**src/rtl/lsu_pkg.sv**
```systemverilog
// lsu_pkg: op and state encodings plus access-classification helpers
// shared by the load/store initiator and its lane mux.
package lsu_pkg;

  // Pipeline load/store op encodings.
  localparam logic [2:0] OP_LW  = 3'd0;
  localparam logic [2:0] OP_LH  = 3'd1;
  localparam logic [2:0] OP_LHU = 3'd2;
  localparam logic [2:0] OP_LB  = 3'd3;
  localparam logic [2:0] OP_LBU = 3'd4;
  localparam logic [2:0] OP_SW  = 3'd5;
  localparam logic [2:0] OP_SH  = 3'd6;
  localparam logic [2:0] OP_SB  = 3'd7;

  // Initiator FSM state encoding.
  localparam logic [1:0] ST_IDLE = 2'd0;
  localparam logic [1:0] ST_RD   = 2'd1;
  localparam logic [1:0] ST_WR   = 2'd2;
  localparam logic [1:0] ST_DONE = 2'd3;

  // Word ops need a 4-byte aligned address, halfword ops a 2-byte aligned one.
  function automatic logic is_misaligned(input logic [2:0] op, input logic [1:0] addr_lo);
    case (op)
      OP_LW, OP_SW:         return addr_lo != 2'b00;
      OP_LH, OP_LHU, OP_SH: return addr_lo[0];
      default:              return 1'b0;
    endcase
  endfunction

  function automatic logic is_store(input logic [2:0] op);
    return (op == OP_SW) || (op == OP_SH) || (op == OP_SB);
  endfunction

endpackage

```
**src/rtl/lsu_master_if.sv**
```systemverilog
// lsu_master_if: word-wide req/ack data-memory bus between the load/store
// initiator (master) and the data memory (slave).
interface lsu_master_if;
  logic        mem_req;
  logic        mem_we;
  logic [31:0] mem_addr;
  logic [31:0] mem_wdata;
  logic [31:0] mem_rdata;
  logic        mem_ack;

  modport master (
    output mem_req, mem_we, mem_addr, mem_wdata,
    input  mem_rdata, mem_ack
  );

  modport slave (
    input  mem_req, mem_we, mem_addr, mem_wdata,
    output mem_rdata, mem_ack
  );
endinterface

```
**src/rtl/lsu_lane_mux.sv**
```systemverilog
// lsu_lane_mux: little-endian lane selection. Produces the sign/zero
// extended load value and the store word merged into the read word.
module lsu_lane_mux
  import lsu_pkg::*;
(
  input  logic [2:0]  op,
  input  logic [1:0]  addr_lo,
  input  logic [31:0] wdata,
  input  logic [31:0] rdata,
  output logic [31:0] load_data,
  output logic [31:0] merged_word
);

  logic [7:0]  byte_sel;
  logic [15:0] half_sel;

  // Pick the addressed lane, extend it for loads and splice it in for stores.
  always_comb begin
    // NOTE: every output is given a value before the case statements so no
    // path leaves it unassigned and no latch is inferred.
    byte_sel    = rdata[7:0];
    half_sel    = addr_lo[1] ? rdata[31:16] : rdata[15:0];
    load_data   = rdata;
    merged_word = rdata;

    case (addr_lo)
      2'd1:    byte_sel = rdata[15:8];
      2'd2:    byte_sel = rdata[23:16];
      2'd3:    byte_sel = rdata[31:24];
      default: byte_sel = rdata[7:0];
    endcase

    case (op)
      OP_LH:   load_data = {{16{half_sel[15]}}, half_sel};
      OP_LHU:  load_data = {16'h0000, half_sel};
      OP_LB:   load_data = {{24{byte_sel[7]}}, byte_sel};
      OP_LBU:  load_data = {24'h000000, byte_sel};
      default: load_data = rdata;
    endcase

    case (op)
      OP_SW: merged_word = wdata;
      OP_SH: begin
        if (addr_lo[1]) merged_word[31:16] = wdata[15:0];
        else            merged_word[15:0]  = wdata[15:0];
      end
      OP_SB: begin
        case (addr_lo)
          2'd1:    merged_word[15:8]  = wdata[7:0];
          2'd2:    merged_word[23:16] = wdata[7:0];
          2'd3:    merged_word[31:24] = wdata[7:0];
          default: merged_word[7:0]   = wdata[7:0];
        endcase
      end
      default: merged_word = rdata;
    endcase
  end

endmodule

```
**src/rtl/lsu_master.sv**
```systemverilog
// lsu_master: MEM-stage load/store initiator. Converts word/half/byte
// loads and stores into word transactions on a req/ack memory bus, using
// read-modify-write for SH/SB. Optional write trace: define LSU_DISPLAY_EN.
module lsu_master
  import lsu_pkg::*;
(
  input  logic         clk,
  input  logic         reset,
  input  logic         req_valid,
  input  logic [2:0]   req_op,
  input  logic [31:0]  req_addr,
  input  logic [31:0]  req_wdata,
  input  logic [31:0]  req_pc,
  output logic         stall,
  output logic         resp_valid,
  output logic [31:0]  resp_rdata,
  output logic         addr_err,
  lsu_master_if.master mem
);

  logic [1:0]  state_q,     state_d;
  logic [2:0]  op_q,        op_d;
  logic [1:0]  addr_lo_q,   addr_lo_d;
  logic [31:0] pc_q,        pc_d;
  logic [31:0] rdata_q,     rdata_d;
  logic        err_q,       err_d;
  logic        mem_req_q,   mem_req_d;
  logic        mem_we_q,    mem_we_d;
  logic [31:0] mem_addr_q,  mem_addr_d;
  logic [31:0] mem_wdata_q, mem_wdata_d;

  logic [31:0] load_data;
  logic [31:0] merged_word;

  // mem_wdata_q holds the raw store data until an SH/SB read returns, so it
  // doubles as the store operand for the merge.
  lsu_lane_mux u_lane_mux (
    .op          (op_q),
    .addr_lo     (addr_lo_q),
    .wdata       (mem_wdata_q),
    .rdata       (mem.mem_rdata),
    .load_data   (load_data),
    .merged_word (merged_word)
  );

  // Next-state and bus-request logic; bus outputs are registered so they
  // stay stable for the whole time mem_req is high.
  always_comb begin
    state_d     = state_q;
    op_d        = op_q;
    addr_lo_d   = addr_lo_q;
    pc_d        = pc_q;
    rdata_d     = rdata_q;
    err_d       = err_q;
    mem_req_d   = mem_req_q;
    mem_we_d    = mem_we_q;
    mem_addr_d  = mem_addr_q;
    mem_wdata_d = mem_wdata_q;

    case (state_q)
      ST_IDLE: begin
        if (req_valid) begin
          op_d        = req_op;
          addr_lo_d   = req_addr[1:0];
          pc_d        = req_pc;
          rdata_d     = 32'h0;
          err_d       = is_misaligned(req_op, req_addr[1:0]);
          mem_addr_d  = {req_addr[31:2], 2'b00};
          mem_wdata_d = req_wdata;
          if (is_misaligned(req_op, req_addr[1:0])) begin
            state_d   = ST_DONE;
            mem_req_d = 1'b0;
            mem_we_d  = 1'b0;
          end else if (req_op == OP_SW) begin
            state_d   = ST_WR;
            mem_req_d = 1'b1;
            mem_we_d  = 1'b1;
          end else begin
            state_d   = ST_RD;
            mem_req_d = 1'b1;
            mem_we_d  = 1'b0;
          end
        end
      end
      ST_RD: begin
        if (mem.mem_ack) begin
          if (is_store(op_q)) begin
            mem_wdata_d = merged_word;
            mem_we_d    = 1'b1;
            state_d     = ST_WR;
          end else begin
            rdata_d   = load_data;
            mem_req_d = 1'b0;
            state_d   = ST_DONE;
          end
        end
      end
      ST_WR: begin
        if (mem.mem_ack) begin
          mem_req_d = 1'b0;
          mem_we_d  = 1'b0;
          state_d   = ST_DONE;
        end
      end
      default: begin
        state_d = ST_IDLE;
      end
    endcase
  end

  // State and bus registers with asynchronous active-low reset.
  always_ff @(posedge clk or negedge reset) begin
    if (!reset) begin
      state_q     <= ST_IDLE;
      op_q        <= OP_LW;
      addr_lo_q   <= 2'b00;
      pc_q        <= 32'h0;
      rdata_q     <= 32'h0;
      err_q       <= 1'b0;
      mem_req_q   <= 1'b0;
      mem_we_q    <= 1'b0;
      mem_addr_q  <= 32'h0;
      mem_wdata_q <= 32'h0;
    end else begin
      // NOTE: non-blocking assignments so every register samples the values
      // from before this edge, independent of statement order.
      state_q     <= state_d;
      op_q        <= op_d;
      addr_lo_q   <= addr_lo_d;
      pc_q        <= pc_d;
      rdata_q     <= rdata_d;
      err_q       <= err_d;
      mem_req_q   <= mem_req_d;
      mem_we_q    <= mem_we_d;
      mem_addr_q  <= mem_addr_d;
      mem_wdata_q <= mem_wdata_d;
    end
  end

  assign stall      = ((state_q == ST_IDLE) && req_valid) ||
                      (state_q == ST_RD) || (state_q == ST_WR);
  assign resp_valid = (state_q == ST_DONE);
  assign resp_rdata = rdata_q;
  assign addr_err   = (state_q == ST_DONE) && err_q;

  assign mem.mem_req   = mem_req_q;
  assign mem.mem_we    = mem_we_q;
  assign mem.mem_addr  = mem_addr_q;
  assign mem.mem_wdata = mem_wdata_q;

`ifdef LSU_DISPLAY_EN
  // Trace every completed write with the PC of the instruction that issued it.
  always @(posedge clk) begin
    if (reset && (state_q == ST_WR) && mem.mem_ack)
      $display("%d@%h: *%h <= %h", $time, pc_q, mem_addr_q, mem_wdata_q);
  end
`else
  // The PC only feeds the write trace.
  logic unused_pc;
  assign unused_pc = ^pc_q;
`endif

endmodule

```
**src/flat_wrapper.sv**
```systemverilog
// flat-port wrapper written by rule: the top's interface ports become plain ports
module lsu_master_flat import lsu_pkg::*;
  (clk, reset, req_valid, req_op, req_addr, req_wdata, req_pc, stall, resp_valid, resp_rdata, addr_err, mem_mem_req, mem_mem_we, mem_mem_addr, mem_mem_wdata, mem_mem_rdata, mem_mem_ack);
  lsu_master_if mem_i ();
  input  logic clk;
  input  logic reset;
  input  logic req_valid;
  input  logic [2:0] req_op;
  input  logic [31:0] req_addr;
  input  logic [31:0] req_wdata;
  input  logic [31:0] req_pc;
  output logic stall;
  output logic resp_valid;
  output logic [31:0] resp_rdata;
  output logic addr_err;
  output wire logic [$bits(mem_i.mem_req)-1:0] mem_mem_req;
  output wire logic [$bits(mem_i.mem_we)-1:0] mem_mem_we;
  output wire logic [$bits(mem_i.mem_addr)-1:0] mem_mem_addr;
  output wire logic [$bits(mem_i.mem_wdata)-1:0] mem_mem_wdata;
  input wire logic [$bits(mem_i.mem_rdata)-1:0] mem_mem_rdata;
  input wire logic [$bits(mem_i.mem_ack)-1:0] mem_mem_ack;
  assign mem_mem_req = mem_i.mem_req;
  assign mem_mem_we = mem_i.mem_we;
  assign mem_mem_addr = mem_i.mem_addr;
  assign mem_mem_wdata = mem_i.mem_wdata;
  assign mem_i.mem_rdata = mem_mem_rdata;
  assign mem_i.mem_ack = mem_mem_ack;
  lsu_master u_core (.clk(clk), .reset(reset), .req_valid(req_valid), .req_op(req_op), .req_addr(req_addr), .req_wdata(req_wdata), .req_pc(req_pc), .stall(stall), .resp_valid(resp_valid), .resp_rdata(resp_rdata), .addr_err(addr_err), .mem(mem_i));
endmodule
```
**config.mk**
```make
export PLATFORM = sky130hd
export DESIGN_NAME = lsu_master_flat
export DESIGN_NICKNAME = d
export VERILOG_FILES = /design/src/rtl/lsu_pkg.sv /design/src/rtl/lsu_master_if.sv /design/src/rtl/lsu_lane_mux.sv /design/src/rtl/lsu_master.sv /design/src/flat_wrapper.sv
export SDC_FILE = /design/constraint.sdc
export NUM_CORES = 1
export LEC_CHECK = 0
export ABC_CLOCK_PERIOD_IN_PS = 2600
export CORE_MARGIN = 1.5
export CORE_UTILIZATION = 43
export CTS_CLUSTER_DIAMETER = 150
export DETAILED_ROUTE_END_ITERATION = 6
export GPL_ROUTABILITY_DRIVEN = 0
export PLACE_DENSITY = 0.9
export SLEW_MARGIN = 20
export SYNTH_ARGS = -nofsm -noshare
export SYNTH_HDL_FRONTEND = slang
export SYNTH_SLANG_ARGS = --single-unit
```
**constraint.sdc**
```tcl
create_clock -name clk -period 2.6 [get_ports clk]
set_clock_uncertainty 0.15 [all_clocks]
set_input_delay 0.39 -clock clk [delete_from_list [all_inputs] [get_ports clk]]
set_output_delay 0.39 -clock clk [all_outputs]
set_load 0.01 [all_outputs]
```
==> results.md <==
Worst setup path:
- The peak fanout along the critical path is 14.
- By startpoint and endpoint, the worst setup path is classified as reg2out.
- The category of the worst setup path capture point is a primary output.
- The data arrival at the endpoint of the critical path is 1.93 ns.
- At the worst endpoint, the required time is 2.06 ns.
- The launching element type of the critical path is a register.

Routing:
- The remaining number of nets flagged by the antenna check after routing is 0.
- In the routed layout, each cell is associated on average with a via count of 5.81.
- The total detailed-routing wirelength is 17,500 um.
- For this run, design rule violations remaining after detail routing come to 0.
- The first-pass iteration count of the detailed router is 6.
- The average detailed-routed wire length per instance is 19.1 um.
- The number of DRC markers after the initial detailed-route iteration is 521.
- The detailed router placed 5,301 vias in this run.

Power:
- The total power consumption of the routed design is 9890 uW.
- In this run the static leakage power is 0.00354 uW.
- Dividing total power by cell area gives a power density of 1220 nW/um^2.
- The maximum vdd ir drop is 0.589 mV.

Clock tree:
- The TritonCTS clock tree is built.
- The clock tree synthesis step divided the H-tree into 3 levels.
- The buffer type at the clock tree root is sky130_fd_sc_hd__clkbuf_16.
- The number of sinks handled by clock tree synthesis is 104.
- Clock latency on the worst-skew pair, taken at its later pin, is 0.35 ns.
- The clock passes through at most 2 buffers.
- The total clock buffers created by CTS is 9.
- The post-CTS setup-driven buffer insertion count is 0.
- Clock-pin slew was measured on the worst setup and hold paths at 0.07 ns.

Synth:
- The area share of the largest cell type after synthesis is 46.3%.
- The gate count of the mapped netlist is 551.
- The proportion of register bits with asynchronous set or reset after synthesis is 100%.
- In this run, synthesis inferred 0 flip-flops with an integrated enable.
- Summed over all instances, the cell type with the most area after synthesis is sky130_fd_sc_hd__dfrtp_1.
- The part of the Yosys area used for sequential elements is 46.3%.
- The mapped cell area is 5620 um^2.
- After synthesis, the mean cell area works out to 10.2 um^2.
- The flip-flop and latch count after synthesis is 104.
- Synthesis instantiated 53 different standard cells from the library.
- Ranked by total cell area, the synthesized netlist is headed by sky130_fd_sc_hd__dfrtp_1 46%, sky130_fd_sc_hd__mux2_2 10%, sky130_fd_sc_hd__nand2_1 4.5%, sky130_fd_sc_hd__o21ai_0 3.6%, sky130_fd_sc_hd__nor2_1 2.5%.
- The most instantiated flip-flop cell in the synthesis netlist is sky130_fd_sc_hd__dfrtp_1.
- For this run, the number of Yosys warnings is 0.

Floorplan:
- The chip height is 117 um.
- For this configuration, the core starts out at a cell density of 44.4%.
- The die is 117 um wide.
- The initialized floorplan defines 41 standard-cell rows.
- The I/O pin count is 236.
- The die area is 13,800 um^2.
- The core region is 12,700 um^2.

Final layout:
- The final net count is 876.
- Measured on the finished design, the core utilization comes to 64.2%.
- The post-synthesis to final-layout area growth is 44.7%.
- The number of antenna repair diodes is 0.
- The proportion of layout cells with a drive suffix above 1 is 13.8%.
- After filler insertion, the fill cell instance count of the layout stands at 989.
- The leading cell type in the layout, fill and taps excluded is sky130_fd_sc_hd__clkdlybuf4s50_1.
- In the layout the commonest cells are 200 x sky130_fd_sc_hd__clkdlybuf4s50_1, 104 x sky130_fd_sc_hd__dfrtp_1, 67 x sky130_fd_sc_hd__nand2_1.

Flow run:
- The tool flagged a number of max-cap violations equal to 0.

Timing:
- At the pin with the least slew margin, the transition time is 0.731 ns.
- The part of the cycle the worst path needs is 95.0%.
- The final count of pins violating max slew is 0.
- Counting I/O delays and the setup requirement, the final critical path takes 2.47 ns.
- The final number of hold-violating endpoints was 0.
- The peak clock frequency supported by timing is 405 MHz.
- Across all setup checks in the final design, the least slack found is 0.130 ns.
- Setup repair after global routing left no endpoint under its margin.
- The final count of negative-setup-slack endpoints is 0.
- The setup total negative slack is 0 ns.
- Headroom to the max-slew limit came out at 51.3%.

Status:
- The run finished with clean final reports.

GRT:
- The first global-routing pass estimated 27,900 um of wire.
- The final global-route overflow total is 0.
- The number of antenna violations at the first check in global routing is 0.
- The via count of the first global-routing pass is 5,271.
- The overall track demand over capacity in global routing is 25.4%.
- The pin count of the biggest net entering global routing is 49.

Placed design:
- Detailed placement ended at an HPWL of 13,100 um.
- The worst slack after detailed placement is 0.0828 ns.
- The number of input and output port buffers inserted is 201.

Worst hold path:
- The worst hold path class is reg2reg.
==> per-stage QoR <==
step                instance area (um^2)  instances  hold slack [ns]
finish                              8140        913            0.339
global route                        8140        913            0.370
CTS                                 8130        913            0.345
detailed placement                  7780        897            0.236
global placement                    7780        897            0.219
floorplan                           5630        552          -0.0556
==> power by group <==
part | switching, uW | internal (uW) | total [uW] | leakage [uW]
logic | 2510 | 2740 | 5260 | 0.00208
clock network | 592 | 962 | 1550 | 0.000161
registers | 661 | 2410 | 3070 | 0.00130
total | 3770 | 6120 | 9890 | 0.00354
==> final timing paths <==
check / slack, ns / cells after the start / endpoint / start
max: 0.13 / 5 / stall / u_core.state_q[1]
min: 0.34 / 2 / u_core.resp_rdata[20] / u_core.resp_rdata[20]
max reg2reg: 0.13 / 4 / u_core.mem.mem_wdata[22] / u_core.op_q[2]
min reg2reg: 0.34 / 2 / u_core.resp_rdata[20] / u_core.resp_rdata[20]
max in group asynchronous: 1.17 / 3 / u_core.resp_rdata[8] / reset
min in group asynchronous: 0.43 / 2 / u_core.state_q[0] / reset
==> cells by family (layout without fill, tap and decap cells) <==
kind of cell / after synthesis / after routing / synth area share [%]
other cells: 1 / 2 / 0.0667
buf+inv: 56 / 245 / 4.72
compound gates: 145 / 145 / 19.2
xor+xnor: 1 / 1 / 0.289
fa+ha+maj: 4 / 4 / 0.890
mux: 67 / 67 / 13.7
flops: 104 / 104 / 46.3
simple gates: 173 / 173 / 14.8
==> critical path, stage by stage, from the launching register on <==
cell and delay [ns]:
sky130_fd_sc_hd__dfrtp_1 0.42, sky130_fd_sc_hd__inv_1 0.10, sky130_fd_sc_hd__ha_2 0.32, sky130_fd_sc_hd__nor2_1 0.10, sky130_fd_sc_hd__nand2_1 0.10, sky130_fd_sc_hd__clkdlybuf4s50_1 0.55
==> flip-flops by register name, indices dropped and copies added, names as in the netlist <==
name	cells
u_core.mem.mem_wdata	32
u_core.resp_rdata	32
u_core.mem.mem_addr	30
u_core.op_q	3
u_core.addr_lo_q	2
u_core.state_q	2
u_core.err_q	1
u_core.mem.mem_req	1
u_core.mem.mem_we	1
==> final cells by class <==
| class | count | area, um^2 | area share [%] |
|---|---|---|---|
| repair buffers | 217 | 2160 | 26.5 |
| well taps | 172 | 215 | 2.64 |
| inverters | 13 | 48.8 | 0.600 |
| multi-input cells | 392 | 2770 | 34.0 |
| clock inverters | 5 | 105 | 1.29 |
| flip-flops and latches | 104 | 2600 | 32.0 |
| clock buffers | 10 | 239 | 2.94 |
==> routing by layer <==
layer	vias to the layer above	track usage (%)	routed length [um]
met5	-	0	0
met4	0	11.5	670
met3	53	5.74	1570
met2	297	40.6	8410
met1	2597	33.0	6820
li1	2354	-	-
==> synth_stat cells, drive strengths merged, types with 2 or more instances <==
cell     instances
o2111ai          6
a21oi           11
o31ai           11
a41o             8
a211oi           4
mux4             3
nand2           67
o21ai           53
mux2i           13
and4b            2
a221o           10
o21a            11
and3             3
o2bb2ai          5
ha               4
nor2b           12
nor3             5
nor2            38
nand3b           9
and2             2
or3              2
a32oi            3
inv             13
dfrtp          104
nand2b          14
buf             29
clkbuf          14
o211a           10
o221ai           8
nand3           13
mux2            51
==> what timing repair did <==
item,in CTS,in global routing
endpoints found under the hold margin,35,0
endpoints found under the setup margin,0,9
hold buffers,1,0
resized for setup,0,1
(Power assumes the default switching activity.)
